## src/rtl/cic_pkg.sv

```systemverilog
// Shared constants, default droop-compensation coefficients and FSM states
// for the CIC compensation FIR.
package cic_pkg;

    localparam int unsigned COEF_W    = 16;
    localparam int unsigned FRAC      = COEF_W - 2;
    localparam int unsigned NTAPS_DEF = 7;

    typedef logic signed [COEF_W-1:0] coef_t;

    // Symmetric Q2.14 table, taps sum to 16384 so DC gain is exactly 1
    localparam coef_t COEF_DEF [NTAPS_DEF] = '{
        coef_t'(-256), coef_t'(1024), coef_t'(-2048), coef_t'(18944),
        coef_t'(-2048), coef_t'(1024), coef_t'(-256)
    };

    typedef enum logic [1:0] {
        S_IDLE,
        S_MAC,
        S_DONE
    } state_t;

endpackage

```

## src/rtl/cic_comp_rom.sv

```systemverilog
// Combinational coefficient lookup: tap index -> COEF[index].
// Replacing the table here leaves the MAC datapath untouched.
module cic_comp_rom
    import cic_pkg::*;
#(
    parameter int unsigned NTAPS = NTAPS_DEF,
    parameter int unsigned Wc    = COEF_W,
    parameter int unsigned AW    = $clog2(NTAPS)
) (
    input  logic [AW-1:0]        addr,
    output logic signed [Wc-1:0] coef
);

    always_comb begin
        coef = '0;
        for (int unsigned i = 0; i < NTAPS_DEF; i++) begin
            if (i == 32'(addr)) coef = Wc'(COEF_DEF[i]);
        end
    end

endmodule

```

## src/rtl/cic_comp_fir.sv

```systemverilog
// Time-multiplexed symmetric FIR (one multiplier, one tap per clock) feeding the CIC.
// Define CIC_COMP_SAT_EN to clamp the scaled result instead of wrapping it.
module cic_comp_fir
    import cic_pkg::*;
#(
    parameter int unsigned Win   = 16,
    parameter int unsigned Wc    = COEF_W,
    parameter int unsigned NTAPS = NTAPS_DEF,
    parameter int unsigned Wout  = 16
) (
    input  logic                   clk,
    input  logic                   rst,
    input  logic                   val_in,
    input  logic signed [Win-1:0]  i_data,
    output logic                   ready,
    output logic                   err,
    output logic                   val_out,
    output logic signed [Wout-1:0] o_data
);

    localparam int unsigned FRAC_S = Wc - 2;
    localparam int unsigned WP     = Win + Wc;
    localparam int unsigned WACC   = WP + $clog2(NTAPS);
    localparam int unsigned AW     = $clog2(NTAPS);

    logic signed [Win-1:0]  x [NTAPS];
    logic signed [WACC-1:0] acc;
    logic [AW-1:0]          cnt;
    state_t                 state;
    logic signed [Wc-1:0]   coef;
    logic signed [Win-1:0]  x_sel;
    logic signed [WP-1:0]   prod;
    logic signed [Wout-1:0] scaled;

    cic_comp_rom #(
        .NTAPS (NTAPS),
        .Wc    (Wc),
        .AW    (AW)
    ) u_rom (
        .addr (cnt),
        .coef (coef)
    );

    always_comb begin
        x_sel = x[cnt];
        prod  = x_sel * coef;
    end

`ifdef CIC_COMP_SAT_EN
    localparam logic signed [WACC-1:0] OMAX = {{(WACC-Wout+1){1'b0}}, {(Wout-1){1'b1}}};
    localparam logic signed [WACC-1:0] OMIN = {{(WACC-Wout+1){1'b1}}, {(Wout-1){1'b0}}};
    logic signed [WACC-1:0] shifted;

    always_comb begin
        shifted = acc >>> FRAC_S;
        if (shifted > OMAX)      scaled = {1'b0, {(Wout-1){1'b1}}};
        else if (shifted < OMIN) scaled = {1'b1, {(Wout-1){1'b0}}};
        else                     scaled = shifted[Wout-1:0];
    end
`else
    always_comb begin
        scaled = Wout'(acc >>> FRAC_S);
    end
`endif

    // ready mirrors (state == S_IDLE); kept as a register so the port is glitch-free
    always_ff @(posedge clk or negedge rst) begin
        if (!rst) begin
            state   <= S_IDLE;
            ready   <= 1'b1;
            err     <= 1'b0;
            val_out <= 1'b0;
            o_data  <= '0;
            acc     <= '0;
            cnt     <= '0;
            for (int unsigned k = 0; k < NTAPS; k++) x[k] <= '0;
        end else begin
            val_out <= 1'b0;
            if (val_in && !ready) err <= 1'b1;
            case (state)
                S_IDLE: begin
                    if (val_in && ready) begin
                        x[0] <= i_data;
                        for (int unsigned k = 1; k < NTAPS; k++) x[k] <= x[k-1];
                        acc   <= '0;
                        cnt   <= '0;
                        ready <= 1'b0;
                        state <= S_MAC;
                    end
                end
                S_MAC: begin
                    acc <= acc + WACC'(prod);
                    if (cnt == AW'(NTAPS - 1)) state <= S_DONE;
                    else                       cnt   <= cnt + AW'(1);
                end
                S_DONE: begin
                    o_data  <= scaled;
                    val_out <= 1'b1;
                    ready   <= 1'b1;
                    state   <= S_IDLE;
                end
                default: begin
                    state <= S_IDLE;
                    ready <= 1'b1;
                end
            endcase
        end
    end

endmodule

```

## config.mk

```make
export PLATFORM = sky130hd
export DESIGN_NAME = cic_comp_fir
export DESIGN_NICKNAME = d
export VERILOG_FILES = /design/src/rtl/cic_pkg.sv /design/src/rtl/cic_comp_rom.sv /design/src/rtl/cic_comp_fir.sv
export SDC_FILE = /design/constraint.sdc
export NUM_CORES = 1
export LEC_CHECK = 0
export ABC_AREA = 1
export BUFFER_PORTS_ARGS = -buffer_cell sky130_fd_sc_hd__buf_2
export CAP_MARGIN = 0
export CORE_ASPECT_RATIO = 1.75
export CORE_MARGIN = 2
export CORE_UTILIZATION = 54
export DETAILED_ROUTE_END_ITERATION = 8
export HOLD_SLACK_MARGIN = 0.05
export PLACE_DENSITY = 0.71
export SKIP_LAST_GASP = 1
export SLEW_MARGIN = 20
export SYNTH_ARGS = -nofsm -noshare
export SYNTH_HDL_FRONTEND = slang
export SYNTH_SLANG_ARGS = --single-unit
```

## constraint.sdc

```tcl
create_clock -name clk -period 15.8 [get_ports clk]
set_input_delay 0.79 -clock clk [delete_from_list [all_inputs] [get_ports clk]]
set_output_delay 0.79 -clock clk [all_outputs]
set_load 0.05 [all_outputs]
```

## Yosys cells after proc, flatten, opt, wreduce, memory -nomap -nowiden

Cells that the tools add are included.

- Add/subtract/negate cells: 2
- Multipliers: 1
- $lt $le $gt $ge: 1
- Equal/unequal tests: 12
- Muxes and demuxes: 21
- Bitwise gates (word level): 2
- Reduce and logical (&&, ||, !) cells: 11

Operators by type and width:

| cell | number |
|---|---|
| $mux W16 | 9 |
| $pmux W35 S2 | 1 |
| $bmux W16 S3 | 1 |
| $add A35 B32 Y35 | 1 |
| $mux W35 | 1 |
| $mul A16 B16 Y32 | 1 |
| $eq A3 B3 Y1 const A | 3 |
| $reduce_and A2 Y1 | 4 |
| $eq A2 B3 Y1 const A | 2 |
| $mux W3 | 2 |
| $ne A2 B2 Y1 const B | 3 |
| $pmux W3 S2 | 1 |
| $ge A4 B4 Y1 const B | 1 |
| $mux W2 | 2 |
| $not A3 Y4 | 1 |
| $pmux W2 S2 | 1 |
| $add A3 B1 Y3 const B | 1 |
| $eq A1 B3 Y1 const A | 1 |
| $eq A3 B3 Y1 const B | 1 |
| $logic_not A3 Y1 | 1 |
| $reduce_and A3 Y1 | 1 |
| $eq A2 B1 Y1 const B | 1 |
| $eq A2 B2 Y1 const B | 1 |
| $logic_and A1 B1 Y1 | 2 |
| 6 further kinds | 7 |

- Flip-flop bits (word level): 171
- Input port bits: 19
- Output and inout port bits: 19

## Depth between registers and ports, before layout

Gate-level depths: netlist (run 1).

- Depth in word-level cells: 11
- Depth in mapped cells: 34
- Mapped depth without buffers: 31

## Modules after synthesis

From an unflattened synthesis (run 1), not the netlist that was laid out.

- Cell total of the unflattened synthesis: 2,118
- Area total of the unflattened synthesis: 17,658.2 um2

By module, submodules not included:

| module | times used | cells an instance | area each (um2) | sequential area each (um2) |
|---|---|---|---|---|
| cic_comp_fir | 1 | 2,094 | 17,515.5 | 4,155.2 |
| cic_comp_rom | 1 | 24 | 142.6 | 0.0 |

## Least setup slack after synthesis (run 1)

OpenSTA, ideal clock, no wires.

- Path type: register to register
- From: register cnt[0]
- To: register acc[29]
- Library setup time: 0.117 ns
- Arrival: 6.062 ns
- Data required time: 15.683 ns
- Setup slack: 9.621 ns
- Cell stages (with the launch flop): 26
- Path through: dfrtp_1 -> inv_2 -> buf_6 -> buf_2 -> ha_1 -> inv_1 -> a22oi_4 -> inv_2 -> clkbuf_1 -> nor2_1 -> fa_1 -> fa_1 -> fa_1 -> fa_1 -> fa_1 -> fa_1 -> ha_1 -> nand2_1 -> nor2_1 -> inv_1 -> nor3_1 -> nand3_1 -> nand3_1 -> nand3_1 -> nand3_1 -> nand2_1

- Longest elaborated chain between the ends: 11

RTL lines:

| what | RTL line | text |
|---|---|---|
| start, declared | cic_comp_fir.sv:28 | `logic [AW-1:0] cnt;` |
| start signal, assigned | cic_comp_fir.sv:94 | `else cnt <= cnt + AW'(1);` |
| $logic_not A3 Y1 | cic_comp_rom.sv:17 | `if (i == 32'(addr)) coef = Wc'(COEF_DEF[i]);` |
| $mux W16 (7 in a row) | cic_comp_rom.sv:17 |  |
| $mul A16 B16 Y32 (*) | cic_comp_fir.sv:46 | `prod = x_sel * coef;` |
| $add A35 B32 Y35 (*) | cic_comp_fir.sv:92 | `acc <= acc + WACC'(prod);` |
| $pmux W35 S2 (*) | cic_comp_fir.sv:80 | `case (state)` |
| end signal, assigned | cic_comp_fir.sv:92 |  |
| end, declared | cic_comp_fir.sv:27 | `logic signed [WACC-1:0] acc;` |

Every way passes the cells marked *; elsewhere a longest branch is shown, timed or not. The select of a mux whose other input is x is not followed.
A chain may end at the register's enable or synchronous reset.

## Worst setup path after layout (run 1)

- From: register cnt[0]
- To: register acc[26]

Same word-level chain as after synthesis.

==> results of run 1 <==
==> registers in the layout (all words and copies together) (netlist names) <==
signal,count
acc,22
val_out,1
cnt,3
ready,1
err,1
state,2
o_data,16
x,112
==> cell usage in the layout, fill, tap and decap left out, types with 4 or more instances in the layout <==
cell type	netlist	routed
nand2_1	293	293
inv_1	223	223
o21ai_0	166	166
dfrtp_1	157	157
fa_1	113	113
nor2_1	110	110
ha_1	76	76
a21oi_1	63	63
nand3_1	38	37
buf_2	25	36
o21ai_1	22	22
clkbuf_16	0	17
inv_2	16	16
o211ai_1	16	16
nor2_2	9	9
buf_4	4	8
nand3_2	5	5
nor3_1	5	5
o22ai_1	5	5
nand2_2	4	4
nand4_1	4	4
xnor2_1	4	4
clkbuf_8	0	4
==> stage by stage <==
stage	instance area (µm²)	util [%]	hold WS [ns]	instances	setup WS (ns)
final	12900	58.8	0.394	1733	8.73
after global routing	12900	58.8	0.467	1733	8.28
after CTS	12900	58.8	0.429	1733	8.78
after detailed placement	12300	56.2	0.455	1701	8.80
after global placement	12300	56.2	0.452	1701	8.87
after floorplan	11900	-	0.446	1416	9.62
==> worst max path at each step <==
stage	start	to	slack, ns	cells past startpoint
after global placement	cnt[0]	acc[27]	8.87	23
after CTS	cnt[0]	acc[27]	8.78	27
after floorplan	cnt[0]	acc[29]	9.62	25
after detailed placement	cnt[0]	acc[27]	8.80	23
final	cnt[0]	acc[26]	8.73	26
after global routing	cnt[0]	acc[19]	8.28	28
==> worst max-delay path: stages (launching register included) <==
cell	delay (ns)
dfrtp_1	0.36
buf_4	0.24
inv_2	0.11
buf_4	0.55
nand2_1	0.13
inv_2	0.28
nand2_1	0.09
o211ai_1	0.10
nand2_1	0.21
nor2_1	0.32
fa_1	0.48
fa_1	0.47
fa_1	0.53
fa_1	0.56
inv_1	0.06
fa_1	0.52
inv_1	0.04
ha_1	0.29
ha_1	0.40
nand2_1	0.12
o21ai_0	0.39
a21o_1	0.22
nand3_1	0.11
nand2_1	0.14
nand2_1	0.07
nand2_1	0.06
o21ai_1	0.06
==> layout make-up <==
class                   instances  area [µm²]  share of cell area (%)
multi-input cells             963        6820                    52.9
clock buffers                  22         484                    3.76
repair buffers                 45         251                    1.95
well taps                     296         370                    2.88
inverters                     239         897                    6.97
flip-flops and latches        158        3960                    30.7
clock inverters                10         103                   0.797
==> Yosys cell counts, drive strengths merged (4+ instances only) <==
library cell and number:
a21oi 65, buf 34, clkbuf 22, dfrtp 157
fa 113, ha 76, inv 239, nand2 297
nand3 43, nand4 4, nor2 120, nor3 5
o211ai 18, o21ai 188, o22ai 5, xnor2 4
==> cell families after synthesis <==
kind of cell	synth area share (%)
AO/OA/AOI/OAI	13.5
flip-flops	33.2
XOR/XNOR	0.441
buffers and inverters	9.80
AND/OR/NAND/NOR	16.2
adder cells (fa/ha/maj)	26.9
==> per-layer routing <==
metal	global-route usage, %	up-vias
li1	-	4486
met1	30.5	4435
met4	15.3	0
met5	0	-
met3	3.77	94
met2	45.2	235
==> flow_summary.yaml, run 1 <==
run_status:
  status: "finished clean"
placed_design:
  gp_congestion: 1.01
  place_hpwl_mm: 21.1
  portBuffers: 37
cts:
  cts_tree: "done"
  htreeDepth: 4
  cts_sinks: 158
  cts.repair.resized: 0
  clk_path_buf_depth: 2
  ctsHoldBuffers: 0
  postCtsSetupBuffers: 0
  clkLatencyLatePin_ns: 0.45
  clkTransAtPathRegs_ns: 0.06
  clock_tree.root_cell: "clkbuf_16"
  cts_buffers: 17
cells_and_area:
  nets: 1632
  fillCellCount: 2005
  layout-drive-gt1-share_pct: 8.42
  antenna_cells: 0
  syn_to_final_growth_pct: 7.96
setup_path:
  reg2regPathDepth: 26
  endpoint_kind: "flip-flop"
  crit_required_ns: 16.14
  r2r_slack_ns: 8.73
  critPathKind: "reg2reg"
  arrival_ns: 7.41
  crit_fanout: 69
  timing.rr.start: "cnt[0]"
  start_kind: "flip-flop"
  r2r-end: "acc[26]"
detailed_routing:
  drtIter0Drc: 515
  wl_met2_mm: 14.9
  routed_via_density: 5.34
  first_pass_iters: 5
  wl_met1_mm: 11.0
  wl_met3_um: 801
  num_vias: 9250
  drc: 0
  top_layer: "met4"
  route.detailed.wl_per_inst_um: 16.3
  routed_wl_mm: 28.3
  antenna_left: 0
logic_synthesis:
  syn_nets: 1624
  yosys-top-cells-area: "dfrtp_1, fa_1, nand2_1, ha_1, inv_1"
  synth-main-ff-cell: "dfrtp_1"
  yosysTopAreaCellShare_pct: 32.9
  postSynthAreaPerCell_um2: 8.42
  synth_edf_count: 0
  synthCells: 1416
  yosysWarnings: 0
  yosys.area.top_type: "dfrtp_1"
  ys_types: 42
  syn_area_mm2: 0.0119
  synth-seq-area-share_pct: 33.2
  synth-async-reset-ratio_pct: 100
  ys_ff_latch: 158
floorplanning:
  start_util_pct: 54.5
  pin_count: 38
  coreArea_mm2: 0.0219
  die_h_um: 201
  fp-row-count: 72
  die_x_um: 116
  dieArea_mm2: 0.0233
timing:
  maxSlewHeadroom_pct: 35.0
  setup_viol: 0
  min_period_ns: 7.07
  rsz0062_at_grt: "no"
  max_freq_mhz: 141
  fin_crit_sh_pct: 44.7
  tightest_slew_ns: 0.976
  fin_skew_ns: 0.0156
  finalHoldViolations: 0
  fin_tns_setup_ns: 0
  drv_slew: 0
hold_path:
  hold_class: "in2async"
global_routing:
  grt_max_degree: 100
  antenna_found_initial: 0
  grt_pass1_wl_mm: 47.4
  grt_overflow: 0
  grt_usage_pct: 26.3
  grt_pass1_vias: 9599
job:
  cap_violations: 0
Power of run 1 is not shown: default switching activity piles up to over one toggle a cycle in this logic, so the estimate is an artifact.
==> run 2, diff against run 1 <==
--- a/config.mk
+++ b/config.mk
@@ -5,7 +5,7 @@
 export SDC_FILE = /design/constraint.sdc
 export NUM_CORES = 1
 export LEC_CHECK = 0
-export ABC_AREA = 1
+export ABC_AREA = 0
 export BUFFER_PORTS_ARGS = -buffer_cell sky130_fd_sc_hd__buf_2
 export CAP_MARGIN = 0
 export CORE_ASPECT_RATIO = 1.75
==> constraint.sdc (replaced) <==
create_clock -name clk -period 7.2 [get_ports clk]
set_input_delay 0.36 -clock clk [delete_from_list [all_inputs] [get_ports clk]]
set_output_delay 0.36 -clock clk [all_outputs]
set_load 0.05 [all_outputs]
==> run 2 against run 1 <==
Net effect: synthesized cell count shrank 30%; clock skew shrank 0.0051 ns; non-clock buffer count grew 34; fmax grew 3.1%; sequential share of layout area grew 0.055 points; register-to-register slack lost 8.4 ns; largest cell class unchanged.
==> flow_summary.yaml, run 2 <==
run_status:
  status: "finished clean"
cells_and_area:
  largest_register_ff_count: 112
  layout.cells.non_filler: 1320
  layout-drive-gt1-share_pct: 27.9
  layout_commonest_cell: "dfrtp_1"
  layout_common_cells: "dfrtp_1, mux2_2, inv_1"
  final_core_util_pct: 61.4
  fillCellCount: 1716
  syn_to_final_growth_pct: 11.1
  antenna_cells: 0
  regMostFlops: "x"
  reg_top3: "x x112, acc x22, o_data x16"
  nets: 1263
cts:
  clkLatencyLatePin_ns: 0.44
  clk_path_buf_depth: 2
  htreeDepth: 4
  cts_sinks: 158
  clkTransAtPathRegs_ns: 0.07
  cts_buffers: 17
  cts_tree: "done"
  clock_tree.root_cell: "clkbuf_16"
logic_synthesis:
  ys_types: 48
  syn_nets: 1206
  postSynthAreaPerCell_um2: 11.6
  synth-main-ff-cell: "dfrtp_1"
  synthCells: 998
  ys_top_cells_by_count: "dfrtp_1, mux2_2, inv_1"
  synth-async-reset-ratio_pct: 100
  synth-seq-area-share_pct: 34.2
  yosysTopAreaCellShare_pct: 33.9
  yosysMostFrequentCell: "dfrtp_1"
  synth_edf_count: 0
  ys_ff_latch: 158
  yosys.area.top_type: "dfrtp_1"
  yosysWarnings: 0
  yosys-top-cells-area: "dfrtp_1, fa_1, mux2_2, ha_1, inv_1"
  syn_area_mm2: 0.0116
global_routing:
  met1_usage_pct: 25.8
  antenna_found_initial: 0
  grt_usage_pct: 22.1
  grt_overflow: 0
  use_met2_pct: 40.8
  grt-busiest-layer: "met2"
  grt_max_degree: 89
  grt_pass1_wl_mm: 39.0
  met3_usage_pct: 3.38
  grt_pass1_vias: 8031
setup_path:
  timing.rr.start: "cnt[1]"
  endpoint_kind: "flip-flop"
  arrival_ns: 7.18
  cp-startpoint: "cnt[1]"
  crit_required_ns: 7.52
  critPathKind: "reg2reg"
  start_kind: "flip-flop"
  crit_fanout: 16
timing:
  min_period_ns: 6.85
  tightest_slew_ns: 1.09
  finalHoldViolations: 0
  maxSlewHeadroom_pct: 27.5
  drv_slew: 0
  fin_crit_sh_pct: 95.2
  fin_tns_setup_ns: 0
  max_freq_mhz: 146
  setup_viol: 0
  fin_skew_ns: 0.0104
  rsz0062_at_grt: "no"
floorplanning:
  dieArea_mm2: 0.0227
  fp-row-count: 70
  die_h_um: 198
  pin_count: 38
  start_util_pct: 55.3
  coreArea_mm2: 0.0209
  die_x_um: 115
detailed_routing:
  drtIter0Drc: 250
  route.detailed.wl_per_inst_um: 17.0
  antenna_left: 0
  routed_via_density: 5.56
  num_vias: 7336
  first_pass_iters: 4
  drc: 0
  routed_wl_mm: 22.4
placed_design:
  portBuffers: 37
  gp_congestion: 0.905
  place_hpwl_mm: 17.2
  dp_cells: 1282
hold_path:
  hold_class: "in2reg"
  worst_hold_startpoint: "val_in"
job:
  cap_violations: 0
==> run 2: cell count changes in the layout (fill, tap and decap cells not counted), moves of 14 or more <==
cell	previous run	this run
nand2_1	293	42
o21ai_0	166	22
mux2_2	0	142
inv_1	223	134
a21oi_1	63	11
nand3_1	37	4
buf_4	8	40
nor2_1	110	85
o211ai_1	16	0
inv_2	16	1
a221o_1	0	14
mux4_2	0	14
==> run 2: logic make-up (layout without fill, tap and decap cells) <==
group                    count (synthesis)  in the layout  share of synthesized area (%)
adder cells (fa/ha/maj)                189            189                           27.8
AND/OR/NAND/NOR                        184            184                           7.05
buffers and inverters                  177            247                           5.92
multiplexers                           163            163                           17.2
flip-flops                             158            158                           34.2
AO/OA/AOI/OAI                          101            101                           5.94
XOR/XNOR                                26             26                           1.97
==> run 2: what timing repair did <==
item | 4_1_cts | 5_1_grt
resized for setup | 1 | 19
setup buffers | 0 | 5
setup endpoints to repair | 1 | 9
hold buffers | 1 | 0
endpoints found under the hold margin | 82 | 0
pin swaps | 0 | 1
==> run 2: per-stage QoR <==
stage / hold WS (ns) / setup slack (ns) / cell area [µm²]
after CTS: 0.128 / 0.0804 / 12800
after detailed placement: 0.445 / -0.0493 / 12200
after global routing: 0.135 / 0.0224 / 12900
after global placement: 0.436 / 0.0975 / 12200
after floorplan: 0.0644 / 0.263 / 11600
final: 0.149 / 0.345 / 12900
==> run 2: worst paths after layout <==
kind	depth (start not counted)	to	slack (ns)
setup / recovery	24	acc[29]	0.35
hold / removal	2	err	0.15
setup reg to reg	24	acc[29]	0.35
hold reg to reg	1	err	0.46
max in group asynchronous	3	o_data[6]	5.27
min in group asynchronous	2	x[89]	0.51
==> run 2: final cells by class <==
class | instances | area [µm²] | share of cell area (%)
Tap cell | 252 | 315 | 2.45
Multi-Input combinational cell | 663 | 6980 | 54.3
Inverter | 136 | 514 | 4.00
Timing Repair Buffer | 79 | 517 | 4.02
Sequential cell | 158 | 3960 | 30.8
Clock buffer | 18 | 439 | 3.42
Clock inverter | 14 | 134 | 1.04
==> run 2: per-layer routing <==
layer / up-vias / share of wire (%)
met4: 0 / 2.3
met5: - / 0
met3: 38 / 2.0
met2: 79 / 56
met1: 3787 / 40
li1: 3432 / -
==> run 2: worst max-delay path: stages (launching register included) <==
cell      delay (ns)
dfrtp_1         0.44
buf_4           0.19
buf_4           0.18
ha_1            0.19
ha_1            0.23
nor2_2          0.15
o32ai_1         0.10
buf_4           0.21
nor2_1          0.19
fa_1            0.48
fa_1            0.48
fa_1            0.52
fa_1            0.58
fa_1            0.45
fa_1            0.56
ha_2            0.31
a21oi_2         0.17
nand2_1         0.08
a211oi_2        0.23
nor2_1          0.10
a21o_1          0.23
o41ai_4         0.27
o21ai_1         0.12
xnor2_1         0.19
o21ai_1         0.07
Power of run 2 is left out for the same reason.
